File: src/rtl/spi_master_n.sv
// spi_master_n: register-mapped SPI master with programmable mode, bit order,
// clock divider and NUM_SS active-low slave selects. One byte per transfer;
// the transfer starts on a DATA_OUT write and the result lands in DATA_IN.
module spi_master_n #(
  parameter int unsigned CLK_FREQ    = 48_000_000,
  parameter logic [7:0]  DEFAULT_DIV = 8'd23,
  parameter int unsigned NUM_SS      = 4
) (
  input  logic              i_clk,
  input  logic              i_rst,
  input  logic              i_en,
  input  logic              i_wr,
  input  logic [3:0]        i_addr,
  input  logic [7:0]        i_data,
  output logic [7:0]        o_data,
  output logic              o_SCLK,
  output logic              o_MOSI,
  input  logic              i_MISO,
  output logic [NUM_SS-1:0] o_SS
);

  localparam logic [3:0] ADDR_STATUS   = 4'd0;
  localparam logic [3:0] ADDR_DATA_OUT = 4'd1;
  localparam logic [3:0] ADDR_DATA_IN  = 4'd2;
  localparam logic [3:0] ADDR_CTRL     = 4'd3;
  localparam logic [3:0] ADDR_SS_SEL   = 4'd4;
  localparam logic [3:0] ADDR_CLK_DIV  = 4'd5;

  typedef enum logic [1:0] {
    ST_IDLE  = 2'd0,
    ST_SHIFT = 2'd1,
    ST_DONE  = 2'd2
  } state_e;

  // Reject unsupported configurations at elaboration time.
  if (NUM_SS < 1 || NUM_SS > 8 || CLK_FREQ == 0) begin : g_param_check
    $error("spi_master_n: NUM_SS must be 1..8 and CLK_FREQ nonzero");
  end

  state_e      state_q, state_d;
  logic [3:0]  ctrl_q, ctrl_d;          // [0] cpha [1] cpol [2] ss_en [3] lsb_first
  logic [2:0]  ss_sel_q, ss_sel_d;
  logic [7:0]  clk_div_q, clk_div_d;
  logic [7:0]  dout_q, dout_d;
  logic [7:0]  din_q, din_d;
  logic        rx_valid_q, rx_valid_d;
  logic        overrun_q, overrun_d;
  logic        collision_q, collision_d;
  logic [7:0]  tx_q, tx_d;
  logic [7:0]  rx_q, rx_d;
  logic [7:0]  cnt_q, cnt_d;            // i_clk cycles within the current half-period
  logic [3:0]  edge_cnt_q, edge_cnt_d;  // SCLK edges already produced (0..15)
  logic        sclk_q, sclk_d;
  logic        mosi_q, mosi_d;
  logic [7:0]  rdata_q, rdata_d;

  logic busy, wr_en, rd_en, cfg_addr, start, expiry, odd_edge, last_edge, din_rd;
  logic cpha, cpol, ss_en, lsb_first;

  assign cpha      = ctrl_q[0];
  assign cpol      = ctrl_q[1];
  assign ss_en     = ctrl_q[2];
  assign lsb_first = ctrl_q[3];

  assign busy      = (state_q != ST_IDLE);
  assign wr_en     = i_en & i_wr;
  assign rd_en     = i_en & ~i_wr;
  assign din_rd    = rd_en && (i_addr == ADDR_DATA_IN);
  assign cfg_addr  = (i_addr == ADDR_DATA_OUT) || (i_addr == ADDR_CTRL) ||
                     (i_addr == ADDR_SS_SEL)   || (i_addr == ADDR_CLK_DIV);
  assign start     = wr_en && (i_addr == ADDR_DATA_OUT) && (state_q == ST_IDLE);
  assign expiry    = (state_q == ST_SHIFT) && (cnt_q == clk_div_q);
  // Edge number about to be produced is edge_cnt_q+1, so it is odd when edge_cnt_q is even.
  assign odd_edge  = ~edge_cnt_q[0];
  assign last_edge = (edge_cnt_q == 4'd15);

  // State register and all datapath flops, synchronous active-high reset.
  always_ff @(posedge i_clk) begin
    // NOTE: sequential state uses non-blocking assignments so every flop samples
    // pre-edge values regardless of statement order.
    if (i_rst) begin
      state_q     <= ST_IDLE;
      ctrl_q      <= '0;
      ss_sel_q    <= '0;
      clk_div_q   <= DEFAULT_DIV;
      dout_q      <= '0;
      din_q       <= '0;
      rx_valid_q  <= 1'b0;
      overrun_q   <= 1'b0;
      collision_q <= 1'b0;
      tx_q        <= '0;
      rx_q        <= '0;
      cnt_q       <= '0;
      edge_cnt_q  <= '0;
      sclk_q      <= 1'b0;
      mosi_q      <= 1'b0;
      rdata_q     <= '0;
    end else begin
      state_q     <= state_d;
      ctrl_q      <= ctrl_d;
      ss_sel_q    <= ss_sel_d;
      clk_div_q   <= clk_div_d;
      dout_q      <= dout_d;
      din_q       <= din_d;
      rx_valid_q  <= rx_valid_d;
      overrun_q   <= overrun_d;
      collision_q <= collision_d;
      tx_q        <= tx_d;
      rx_q        <= rx_d;
      cnt_q       <= cnt_d;
      edge_cnt_q  <= edge_cnt_d;
      sclk_q      <= sclk_d;
      mosi_q      <= mosi_d;
      rdata_q     <= rdata_d;
    end
  end

  // Next-state logic: IDLE -> SHIFT on a DATA_OUT write, SHIFT -> DONE after edge 16.
  always_comb begin
    state_d = state_q;
    unique case (state_q)
      ST_IDLE:  if (start) state_d = ST_SHIFT;
      ST_SHIFT: if (expiry && last_edge) state_d = ST_DONE;
      ST_DONE:  state_d = ST_IDLE;
      default:  state_d = ST_IDLE;
    endcase
  end

  // Register file access, shift engine and end-of-transfer bookkeeping.
  always_comb begin
    // NOTE: every signal gets its hold value first so no path leaves it
    // unassigned, which would otherwise infer a latch.
    ctrl_d      = ctrl_q;
    ss_sel_d    = ss_sel_q;
    clk_div_d   = clk_div_q;
    dout_d      = dout_q;
    din_d       = din_q;
    rx_valid_d  = rx_valid_q;
    overrun_d   = overrun_q;
    collision_d = collision_q;
    tx_d        = tx_q;
    rx_d        = rx_q;
    cnt_d       = cnt_q;
    edge_cnt_d  = edge_cnt_q;
    sclk_d      = sclk_q;
    mosi_d      = mosi_q;
    rdata_d     = rdata_q;

    // Writes: STATUS flags are write-one-to-clear; configuration is frozen while busy.
    if (wr_en) begin
      if (i_addr == ADDR_STATUS) begin
        if (i_data[2]) overrun_d   = 1'b0;
        if (i_data[3]) collision_d = 1'b0;
      end else if (cfg_addr) begin
        if (busy) begin
          collision_d = 1'b1;
        end else begin
          case (i_addr)
            ADDR_DATA_OUT: dout_d    = i_data;
            ADDR_CTRL:     ctrl_d    = i_data[3:0];
            ADDR_SS_SEL:   ss_sel_d  = i_data[2:0];
            ADDR_CLK_DIV:  clk_div_d = i_data;
            default:       ;
          endcase
        end
      end
    end

    // Reads: registered data, undefined addresses read as zero.
    if (rd_en) begin
      case (i_addr)
        ADDR_STATUS:   rdata_d = {4'b0, collision_q, overrun_q, rx_valid_q, busy};
        ADDR_DATA_OUT: rdata_d = dout_q;
        ADDR_DATA_IN:  rdata_d = din_q;
        ADDR_CTRL:     rdata_d = {4'b0, ctrl_q};
        ADDR_SS_SEL:   rdata_d = {5'b0, ss_sel_q};
        ADDR_CLK_DIV:  rdata_d = clk_div_q;
        default:       rdata_d = 8'h00;
      endcase
      if (din_rd) rx_valid_d = 1'b0;
    end

    case (state_q)
      ST_IDLE: begin
        if (start) begin
          cnt_d      = '0;
          edge_cnt_d = '0;
          sclk_d     = cpol;
          rx_d       = '0;
          tx_d       = i_data;
          // CPHA=0 presents the first bit before the first SCLK edge.
          if (!cpha) begin
            mosi_d = lsb_first ? i_data[0] : i_data[7];
            tx_d   = lsb_first ? (i_data >> 1) : (i_data << 1);
          end
        end
      end
      ST_SHIFT: begin
        if (expiry) begin
          cnt_d      = '0;
          edge_cnt_d = edge_cnt_q + 4'd1;
          sclk_d     = ~sclk_q;
          // Sample on odd edges for CPHA=0 and even edges for CPHA=1; drive on the others.
          if (odd_edge != cpha) begin
            rx_d = lsb_first ? {i_MISO, rx_q[7:1]} : {rx_q[6:0], i_MISO};
          end else if (cpha || !last_edge) begin
            mosi_d = lsb_first ? tx_q[0] : tx_q[7];
            tx_d   = lsb_first ? (tx_q >> 1) : (tx_q << 1);
          end
        end else begin
          cnt_d = cnt_q + 8'd1;
        end
      end
      ST_DONE: begin
        // A DATA_IN read this cycle returns the old byte and does not count as an overrun.
        din_d      = rx_q;
        rx_valid_d = 1'b1;
        if (rx_valid_q && !din_rd) overrun_d = 1'b1;
      end
      default: ;
    endcase
  end

  // Pin outputs: SCLK parks at CPOL when idle, slave selects decode from the registers.
  always_comb begin
    o_SCLK = (state_q == ST_IDLE) ? cpol : sclk_q;
    o_SS   = '1;
    for (int k = 0; k < NUM_SS; k++) begin
      if (ss_en && (ss_sel_q == 3'(k))) o_SS[k] = 1'b0;
    end
  end

  assign o_MOSI = mosi_q;
  assign o_data = rdata_q;

endmodule

File: config.mk
export PLATFORM = sky130hd
export DESIGN_NAME = spi_master_n
export DESIGN_NICKNAME = d
export VERILOG_FILES = /design/src/rtl/spi_master_n.sv
export SDC_FILE = /design/constraint.sdc
export NUM_CORES = 1
export LEC_CHECK = 0
export CORE_ASPECT_RATIO = 1.4
export CORE_MARGIN = 3
export CORE_UTILIZATION = 62
export DETAILED_ROUTE_END_ITERATION = 10
export PLACE_DENSITY = 0.93
export SYNTH_ARGS = -nofsm -noshare
export SYNTH_HDL_FRONTEND = slang
export SYNTH_SLANG_ARGS = --single-unit
export TNS_END_PERCENT = 100
File: constraint.sdc
create_clock -name i_clk -period 3.2 [get_ports i_clk]
set_input_delay 0.48 -clock i_clk [delete_from_list [all_inputs] [get_ports i_clk]]
set_output_delay 0.48 -clock i_clk [all_outputs]
set_load 0.01 [all_outputs]
==> flow_metrics.tcl <==
set metrics [dict create \
    status "completed" \
    cts.sinks 74 \
    yosysWarnings 0 \
    fin_nets 486 \
    grt_setup_unrepaired "false" \
    cts_max_level 3 \
    fin_crit_ns 2.52 \
    first_iter_violations 517 \
    setup_viol 0 \
    setup_slack_ns 0.682 \
    antenna_left 0 \
    reg2reg_slack_ns 0.85 \
    fin_skew_ns 0.00920 \
    min_delay_path_depth 2 \
    insertion_delay_ns 0.35 \
    tritoncts "yes" \
    rows 32 \
    final-hold-violation-count 0 \
    cts_root_buffer "clkbuf_8" \
    synth-seq-cells 74 \
    reg2regPathDepth 6 \
    final_cells 540 \
    worstSetupStartpointType "flop" \
    fmax_ghz 0.397 \
    worst-path-buf-inv 1 \
    place_area_um2 4100 \
    finalCritPeriodShare 0.787 \
    first_pass_iters 5 \
    cp_slowest_cell "clkdlybuf4s50_1" \
    syn_inst 445 \
    r2r_start "cnt_q[3]" \
    async_flop_share 0 \
    die-area_um2 7050 \
    cp_top_family "buffers and inverters" \
    port_buffers 30 \
    fp.dieH_um 98.2 \
    globalplace.congestion 0.949 \
    p_leak_nw 1.51 \
    crit_type "reg -> out" \
    grt_overflow 0 \
    antennaDiodeCount 0 \
    clockBufferDepth 2 \
    drive_above_1_share 0.0869 \
    swShare 0.244 \
    core_um2 5690 \
    final_cell_area_um2 4290 \
    synth-edff-count 0 \
    worstPathCellList "nor2_1 > mux2_2 > clkdlybuf4s50_1" \
    synthesis.area_um2 3760 \
    r2r_end "tx_q[7]" \
    cts_setup_buffers 0 \
    cts_hold_buf 0 \
    yosysSeqAreaShare 0.394 \
    dpl.cell_count 524 \
    cp-end-kind "output pin" \
    maxCapViolCount 0 \
    ctsResizeCount 0 \
    synth_nets 464 \
    grtUsageTotal 0.290 \
    worst-path-max-fanout 8 \
    wirelength_mm 9.99 \
    total_power_mw 1.81 \
    dpl.hpwl_mm 6.87 \
    relSlewSlack 0.305 \
    clk_pin_slew_worst_paths_ns 0.08 \
    die_x_um 71.8 \
    ys_types 55 \
    netSwitchingPower_uw 443 \
    min_from "din_q[1]" \
    cp_data_required_time_ns 2.72 \
    slowest_delay_ns 0.48 \
    antenna_found_initial 0 \
    vias_per_cell 6.56 \
    multi_input_area_um2 2130 \
    post-place-ws_ns 0.430 \
    syn_area_per_cell_um2 8.46 \
    pwr_density_cell_nw_per_um2 422 \
    tightest_slew_ns 1.04 \
    drcViolationCount 0 \
    finalMaxSlewViolations 0 \
    seqPwrFrac 0.516 \
    fillers 402 \
    arrival_ns 2.04 \
    finalSetupTns_ns 0 \
    grt_pass1_wl_mm 16.4 \
    whs_ns 0.459 \
    clkPwrFrac 0.403 \
    area_growth_pct 14.1 \
    boundaryPins 31 \
    worstHoldEndpoint "din_q[1]" \
    seq_area_um2 1480 \
    grt_start_max_net_pins 36 \
    p_comb_frac 0.081 \
    ys.flop_type "dfxtp_1" \
    cts-buffers-inserted 9 \
    first_global_vias 3443 \
    p_int_mw 1.37 \
    start_util 0.662 \
    irDropWorstVdd_uv 393 \
    vias 3545 \
    hp-class "reg -> reg" \
    wl_per_cell_um 18.5 \
    utilization 0.755 \
]
-- tightest hold or removal path: cells and delay by family, from the launching register on --
kind / cells / cell delay [ns]
AOI/OAI and AO/OA: 1 / 0.05
DFF: 1 / 0.31
and+or+nand+nor: 1 / 0.05
-- layout make-up --
| class | count | area share |
|---|---|---|
| Sequential cell | 74 | 0.345 |
| Timing Repair Buffer | 41 | 0.0880 |
| Inverter | 5 | 0.00437 |
| Clock buffer | 12 | 0.0338 |
| Multi-Input combinational cell | 336 | 0.497 |
| Tap cell | 68 | 0.0198 |
| Clock inverter | 4 | 0.0119 |
-- per-layer routing --
layer / track usage / wire length, um / vias to the layer above / share of wire
li1: - / - / 1655 / -
met1: 0.339 / 3860 / 1650 / 0.39
met2: 0.490 / 4950 / 194 / 0.50
met3: 0.0669 / 715 / 46 / 0.072
met4: 0.143 / 463 / 0 / 0.046
met5: 0 / 0 / - / 0
-- placed cells by master, fill, tap and decap left out, drive strengths merged, types with 7 or more instances in the layout --
cell and count:
clkbuf 12, nand2b 7, o2bb2ai 9, nand4 7, nor3 9, xnor2 9
mux2i 39, nor2 44, nand2 53, nand3 17, or3 8, buf 12
dfxtp 74, o21ai 25, a21oi 41, clkdlybuf4s50 29
-- state kept, by name, summed over array words and instances (netlist names), 4 cells and up --
signal,count
clk_div_q,8
cnt_q,8
din_q,8
dout_q,8
o_data,8
rx_q,8
tx_q,8
ctrl_q,4
edge_cnt_q,4
-- cells in the mapped netlist (all sizes together) (2+ instances only) --
| cell | number | share of area |
|---|---|---|
| buf | 8 | 0.012 |
| nor2 | 44 | 0.045 |
| mux2 | 5 | 0.015 |
| a21oi | 41 | 0.055 |
| o31ai | 3 | 0.0096 |
| and4 | 2 | 0.0047 |
| ha | 2 | 0.0066 |
| o21ai | 25 | 0.033 |
| xnor2 | 9 | 0.021 |
| a22o | 4 | 0.0093 |
| or3 | 8 | 0.013 |
| nand4 | 7 | 0.012 |
| o2bb2ai | 9 | 0.021 |
| a31oi | 3 | 0.0050 |
| clkbuf | 22 | 0.022 |
| a221oi | 5 | 0.012 |
| nand2 | 53 | 0.054 |
| mux2i | 39 | 0.10 |
| a21o | 2 | 0.0040 |
| mux4 | 2 | 0.012 |
| nand3 | 17 | 0.023 |
| dfxtp | 74 | 0.39 |
| a32oi | 4 | 0.0093 |
| a22oi | 4 | 0.0080 |
| or4 | 4 | 0.0080 |
| nand2b | 7 | 0.012 |
| inv | 5 | 0.0050 |
| o211ai | 4 | 0.0080 |
| nand4b | 2 | 0.0047 |
| nor4 | 2 | 0.0033 |
| nor2b | 5 | 0.0083 |
| nor3 | 9 | 0.013 |
| and3 | 2 | 0.0033 |
-- logic make-up after synthesis --
family / Yosys count / share of synthesized area
AOI/OAI and AO/OA: 111 / 0.192
muxes: 46 / 0.131
xor gates and xnor gates: 10 / 0.0233
adders and majority gates: 2 / 0.00665
and+or+nand+nor: 167 / 0.214
DFF: 74 / 0.394
buffers and inverters: 35 / 0.0396
-- power groups by stage --
| stage | Clock [mW] | Combinational, mW | Sequential, mW |
|---|---|---|---|
| 6_report | 0.731 | 0.147 | 0.935 |
| 3_3_place_gp | 0 | 0.139 | 0.956 |
| 4_1_cts | 0.727 | 0.144 | 0.935 |
| 5_1_grt | 0.771 | 0.156 | 0.936 |
| 3_5_place_dp | 0 | 0.142 | 0.957 |
| 2_1_floorplan | 0 | 0.0813 | 0.956 |
-- worst max path at each step --
stage          startpoint  endpoint  slack [ns]  cells past startpoint
3_3_place_gp    i_addr[3]   tx_q[3]        0.50                      6
2_1_floorplan   i_addr[2]   tx_q[7]        1.04                      6
6_report       state_q[1]    o_SCLK        0.68                      3
3_5_place_dp    i_addr[3]   tx_q[3]        0.43                      6
5_1_grt         i_addr[3]   tx_q[5]        0.65                      6
4_1_cts        state_q[1]    o_SCLK        0.76                      3
Power figures use the tool's default switching activity.
==> RTL change 1, RTL diff (same flow settings) <==
Take the reset off `dout_q`, `din_q`, `tx_q`, `rx_q` and `rdata_q` and load them in a clocked block of their own.
--- a/src/rtl/spi_master_n.sv
+++ b/src/rtl/spi_master_n.sv
@@ -83,36 +83,34 @@
       ctrl_q      <= '0;
       ss_sel_q    <= '0;
       clk_div_q   <= DEFAULT_DIV;
-      dout_q      <= '0;
-      din_q       <= '0;
       rx_valid_q  <= 1'b0;
       overrun_q   <= 1'b0;
       collision_q <= 1'b0;
-      tx_q        <= '0;
-      rx_q        <= '0;
       cnt_q       <= '0;
       edge_cnt_q  <= '0;
       sclk_q      <= 1'b0;
       mosi_q      <= 1'b0;
-      rdata_q     <= '0;
     end else begin
       state_q     <= state_d;
       ctrl_q      <= ctrl_d;
       ss_sel_q    <= ss_sel_d;
       clk_div_q   <= clk_div_d;
-      dout_q      <= dout_d;
-      din_q       <= din_d;
       rx_valid_q  <= rx_valid_d;
       overrun_q   <= overrun_d;
       collision_q <= collision_d;
-      tx_q        <= tx_d;
-      rx_q        <= rx_d;
       cnt_q       <= cnt_d;
       edge_cnt_q  <= edge_cnt_d;
       sclk_q      <= sclk_d;
       mosi_q      <= mosi_d;
-      rdata_q     <= rdata_d;
-    end
+    end
+  end
+
+  always_ff @(posedge i_clk) begin
+    dout_q  <= dout_d;
+    din_q   <= din_d;
+    tx_q    <= tx_d;
+    rx_q    <= rx_d;
+    rdata_q <= rdata_d;
   end
 
   // Next-state logic: IDLE -> SHIFT on a DATA_OUT write, SHIFT -> DONE after edge 16.
Formal check against the unedited RTL: not equivalent (Yosys sat finds a counterexample within 4 cycles, from zero or initial values and one cycle with i_rst high).
==> RTL change 1 against the original RTL <==
Count of clock-buffer cells in the layout fell by 1; setup slack gained 0.017 ns; routed wire length down 13%; sequential cell count stayed put; die area shrank 2.5%; combinational power fell by 26%; total power down 4.3%; synthesized area is 2.7% lower; register-to-register slack improved by 0.27 ns; design area decreased by 2.8%; highest routed layer unchanged.
==> RTL change 1: results <==
export IMPL_r2r_start="cnt_q[5]"
export IMPL_hp_start="rx_q[0]"
export IMPL_drt_first_iter_violations=337
export IMPL_syn_area_per_cell_um2=10.8
export IMPL_synth_cell_types=61
export IMPL_yosys_mux_area_fraction_pct=11.4
export IMPL_combPwrFrac_pct=6.3
export IMPL_p_comb_w=0.000109
export IMPL_met2_length_um=4490
export IMPL_yosys_top_cells_area="edfxtp_1, dfxtp_1, mux2i_1, nor2_1, a21oi_1"
export IMPL_dr_pass1_iters=6
export IMPL_grt_util_met3_pct=7.07
export IMPL_swShare_pct=23.4
export IMPL_holdPathEnd="din_q[0]"
export IMPL_synth_compound_area_share_pct=14.7
export IMPL_synth_fa_ha_area_share_pct=0.683
export IMPL_grt_util_met2_pct=44.6
export IMPL_yosysSeqAreaShare_pct=51.4
export IMPL_finalCriticalPeriod_ns=2.50
export IMPL_routabilityCongestion=0.911
export IMPL_drive_above_1_share_pct=10.5
export IMPL_outcome="completed"
export IMPL_synthXorXnorAreaFrac_pct=2.15
export IMPL_critPathArrivalTime_ns=2.02
export IMPL_ir_drop_mv=0.303
export IMPL_wl_met3_um=572
export IMPL_cp_max_fo=7
export IMPL_grt_usage_pct=26.7
export IMPL_grt_max_degree=22
export IMPL_grt_met1_usage_pct=30.5
export IMPL_setup_reg_to_reg_worst_slack_ns=1.12
export IMPL_highest_layer="met4"
export IMPL_drt_met1_wl_um=3300
export IMPL_regToRegEndpoint="tx_q[1]"
export IMPL_nNetsFinal=387
export IMPL_viasPerCell=6.69
export IMPL_whs_path_depth=0
export IMPL_dp_cells=425
export IMPL_synth_common_cells="edfxtp_1, nor2_1, mux2i_1, dfxtp_1, a21oi_1"
export IMPL_synthFlopType="edfxtp_1"
export IMPL_grt_pass1_vias=2945
RTL change 1: cell count changes in the layout (fill, tap and decap cells not counted), sizes merged, moves of 5 or more:
cell     before  now
edfxtp        0   40
o2bb2ai       9    0
a222oi        0    5
o21ai        25   14
nand2        53   16
dfxtp        74   34
a221oi        5    0
a211oi        0    6
a21oi        41   20
RTL change 1: final cells by class:
class	instances	area (um2)
clock buffers	11	131
inverters	7	26.3
flip-flops and latches	74	1880
repair buffers	38	360
well taps	68	85.1
multi-input cells	238	1660
fillers	387	1430
clock inverters	5	32.5
RTL change 1: worst max-delay path, cell delays in order (launching register included):
cell and delay (ns):
dfxtp_1 0.38, nor2_1 0.40, mux2_2 0.41, clkdlybuf4s50_1 0.48
RTL change 1: metrics by stage:
stage	util, %	hold WS, ns	cell area, um2
3_5_place_dp	71.5	0.444	4010
6_report	74.5	0.460	4170
5_1_grt	74.5	0.483	4170
4_1_cts	74.5	0.461	4170
3_3_place_gp	71.5	0.432	4010
2_1_floorplan	-	0.426	3660
==> RTL change 2, RTL diff (same flow settings) <==
Without the edit above. `NUM_SS`: 4 -> 5.
--- a/src/rtl/spi_master_n.sv
+++ b/src/rtl/spi_master_n.sv
@@ -4,7 +4,7 @@
 module spi_master_n #(
   parameter int unsigned CLK_FREQ    = 48_000_000,
   parameter logic [7:0]  DEFAULT_DIV = 8'd23,
-  parameter int unsigned NUM_SS      = 4
+  parameter int unsigned NUM_SS      = 5
 ) (
   input  logic              i_clk,
   input  logic              i_rst,
Interface: changed (resized o_SS); port bits go from 31 to 32. The function was not compared with the original's and may differ.
==> RTL change 2 against the original RTL <==
Utilization is 0.29 points higher; design area grew 0.38%; total power up 4.7%; sequential cell count unchanged; global-route usage increased by 0.33 points; setup slack worse by 0.082 ns; clock power grew 17%; synthesized area fell by 0.93%; maximum frequency decreased by 3.1%; routed wire length is 2.0% higher; cell count is 2.0% lower; highest routed layer unchanged; worst hold slack improved by 0.0066 ns; first-iteration DRC count is 16% lower; critical path type unchanged.
==> RTL change 2: results <==
export IMPL_synth_fa_ha_area_share_pct=0.671
export IMPL_clk_root_buffer_cell="clkbuf_8"
export IMPL_slowest_delay_ns=0.48
export IMPL_dpl_cell_area_um2=4080
export IMPL_drc=0
export IMPL_grt_pass1_vias=3390
export IMPL_critPathArrivalTime_ns=2.12
export IMPL_slowest_stage="clkdlybuf4s50_1"
export IMPL_hp_start="o_data[0]"
export IMPL_grt_usage_pct=29.4
export IMPL_ir_drop_mv=0.321
export IMPL_min_path_type="register to register"
export IMPL_holdPathEnd="o_data[0]"
export IMPL_clock_skew_ns=0.0132
export IMPL_diodes=0
export IMPL_synth_most_common_cell="dfxtp_1"
export IMPL_clockBufferDepth=2
export IMPL_syn_nets=452
export IMPL_h_tree_depth=3
export IMPL_wire_per_inst_um=19.3
export IMPL_cts_setup_buffers=0
export IMPL_port_buffers=31
export IMPL_cts_buffers=9
export IMPL_synth_common_cells="dfxtp_1, nand2_1, nor2_1, mux2i_1, a21oi_1"
export IMPL_place_hpwl_um=6760
export IMPL_synth_cell_types=52
export IMPL_regToRegEndpoint="clk_div_q[1]"
export IMPL_r2r_start="state_q[0]"
export IMPL_relSlewSlack_pct=50.3
export IMPL_yosysSeqAreaShare_pct=39.7
export IMPL_synth_async_reset_ratio_pct=0
export IMPL_ff2ff_path_depth=6
export IMPL_drt_first_iter_violations=432
export IMPL_nNetsFinal=475
export IMPL_yosys_top_cells_area="dfxtp_1, mux2i_1, nand2_1, a21oi_1, nor2_1"
export IMPL_whs_path_depth=2
export IMPL_grt_pass1_wl_um=16500
export IMPL_setup_reg_to_reg_worst_slack_ns=1.02
export IMPL_yosys_warnings=0
export IMPL_vias=3621
export IMPL_clock_latency_ns=0.37
export IMPL_clk_pin_slew_ns=0.09
export IMPL_p_leak_nw=1.43
export IMPL_dr_pass1_iters=6
export IMPL_outcome="completed"
export IMPL_drive_above_1_share_pct=8.68
export IMPL_path_delay_family="buffers and inverters"
export IMPL_cp_max_fo=10
export IMPL_synthXorXnorAreaFrac_pct=2.58
export IMPL_synth_compound_area_share_pct=19.7
export IMPL_cts_resized=0
export IMPL_routabilityCongestion=0.921
export IMPL_antenna_found_initial=0
export IMPL_yosys_mux_area_fraction_pct=12.9
export IMPL_grt_max_degree=48
==> RTL change 2: cell types whose count changed after synthesis, moves of 4 or more <==
cell       unedited run  this run
a221oi_1              5         0
nand3_1              17        11
nor3_1                8         2
mux2_2                5         1
or3_1                 8         2
a21oi_1              41        37
nand3b_1              0         7
a222oi_1              0         8
a22o_1                4         0
o2111ai_1             0         7
==> RTL change 2: metrics by stage <==
| stage | hold slack (ns) | power, W | setup WS (ns) | std cells |
|---|---|---|---|---|
| after global placement | 0.445 | 0.00106 | 0.426 | 513 |
| final | 0.466 | 0.00190 | 0.601 | 529 |
| after floorplan | 0.436 | 0.00101 | 0.987 | 433 |
| after CTS | 0.470 | 0.00190 | 0.620 | 529 |
| after detailed placement | 0.458 | 0.00106 | 0.329 | 513 |
| after global routing | 0.496 | 0.00194 | 0.548 | 529 |
==> RTL change 2: cells by family (layout without fill, tap and decap cells) <==
logic type / Yosys count / count (layout)
fa+ha+maj: 2 / 2
flops: 74 / 74
compound gates: 111 / 111
buf+inv: 37 / 65
mux: 44 / 44
simple gates: 154 / 154
xor+xnor: 11 / 11
==> RTL change 2: how the worst max path moves through the flow <==
stage	startpoint	end	slack (ns)
final	state_q[0]	o_SCLK	0.60
after floorplan	i_addr[3]	edge_cnt_q[2]	0.99
after global routing	state_q[0]	o_SCLK	0.55
after global placement	i_addr[1]	o_MOSI	0.43
after detailed placement	i_addr[1]	tx_q[4]	0.33
after CTS	state_q[0]	o_SCLK	0.62
==> RTL change 2: area by class of cell <==
| cell class | instances | area [um2] |
|---|---|---|
| well taps | 68 | 85.1 |
| clock inverters | 7 | 108 |
| clock buffers | 9 | 124 |
| flip-flops and latches | 74 | 1480 |
| fillers | 384 | 1380 |
| repair buffers | 44 | 403 |
| inverters | 5 | 18.8 |
| multi-input cells | 322 | 2090 |
==> RTL change 2: where the power goes <==
| part | internal [W] | switching [W] | leakage, nW | total, W |
|---|---|---|---|---|
| combinational | 0.0000458 | 0.0000724 | 0.722 | 0.000118 |
| sequential | 0.000923 | 0.00000353 | 0.596 | 0.000927 |
| clock | 0.000455 | 0.000397 | 0.114 | 0.000852 |
| total | 0.00142 | 0.000473 | 1.43 | 0.00190 |
==> RTL change 2: worst register-to-register path, delay by kind of cell (launching register included) <==
kind,cells,cell delay [ns]
muxes,1,0.22
and+or+nand+nor,3,0.80
buffers and inverters,1,0.23
AOI/OAI and AO/OA,1,0.41
DFF,1,0.41
==> RTL change 2: layer usage <==
layer,track usage (%),wire (um)
met1,34.2,3750
met2,51.2,5170
met3,5.97,811
met4,12.7,449
met5,0,0
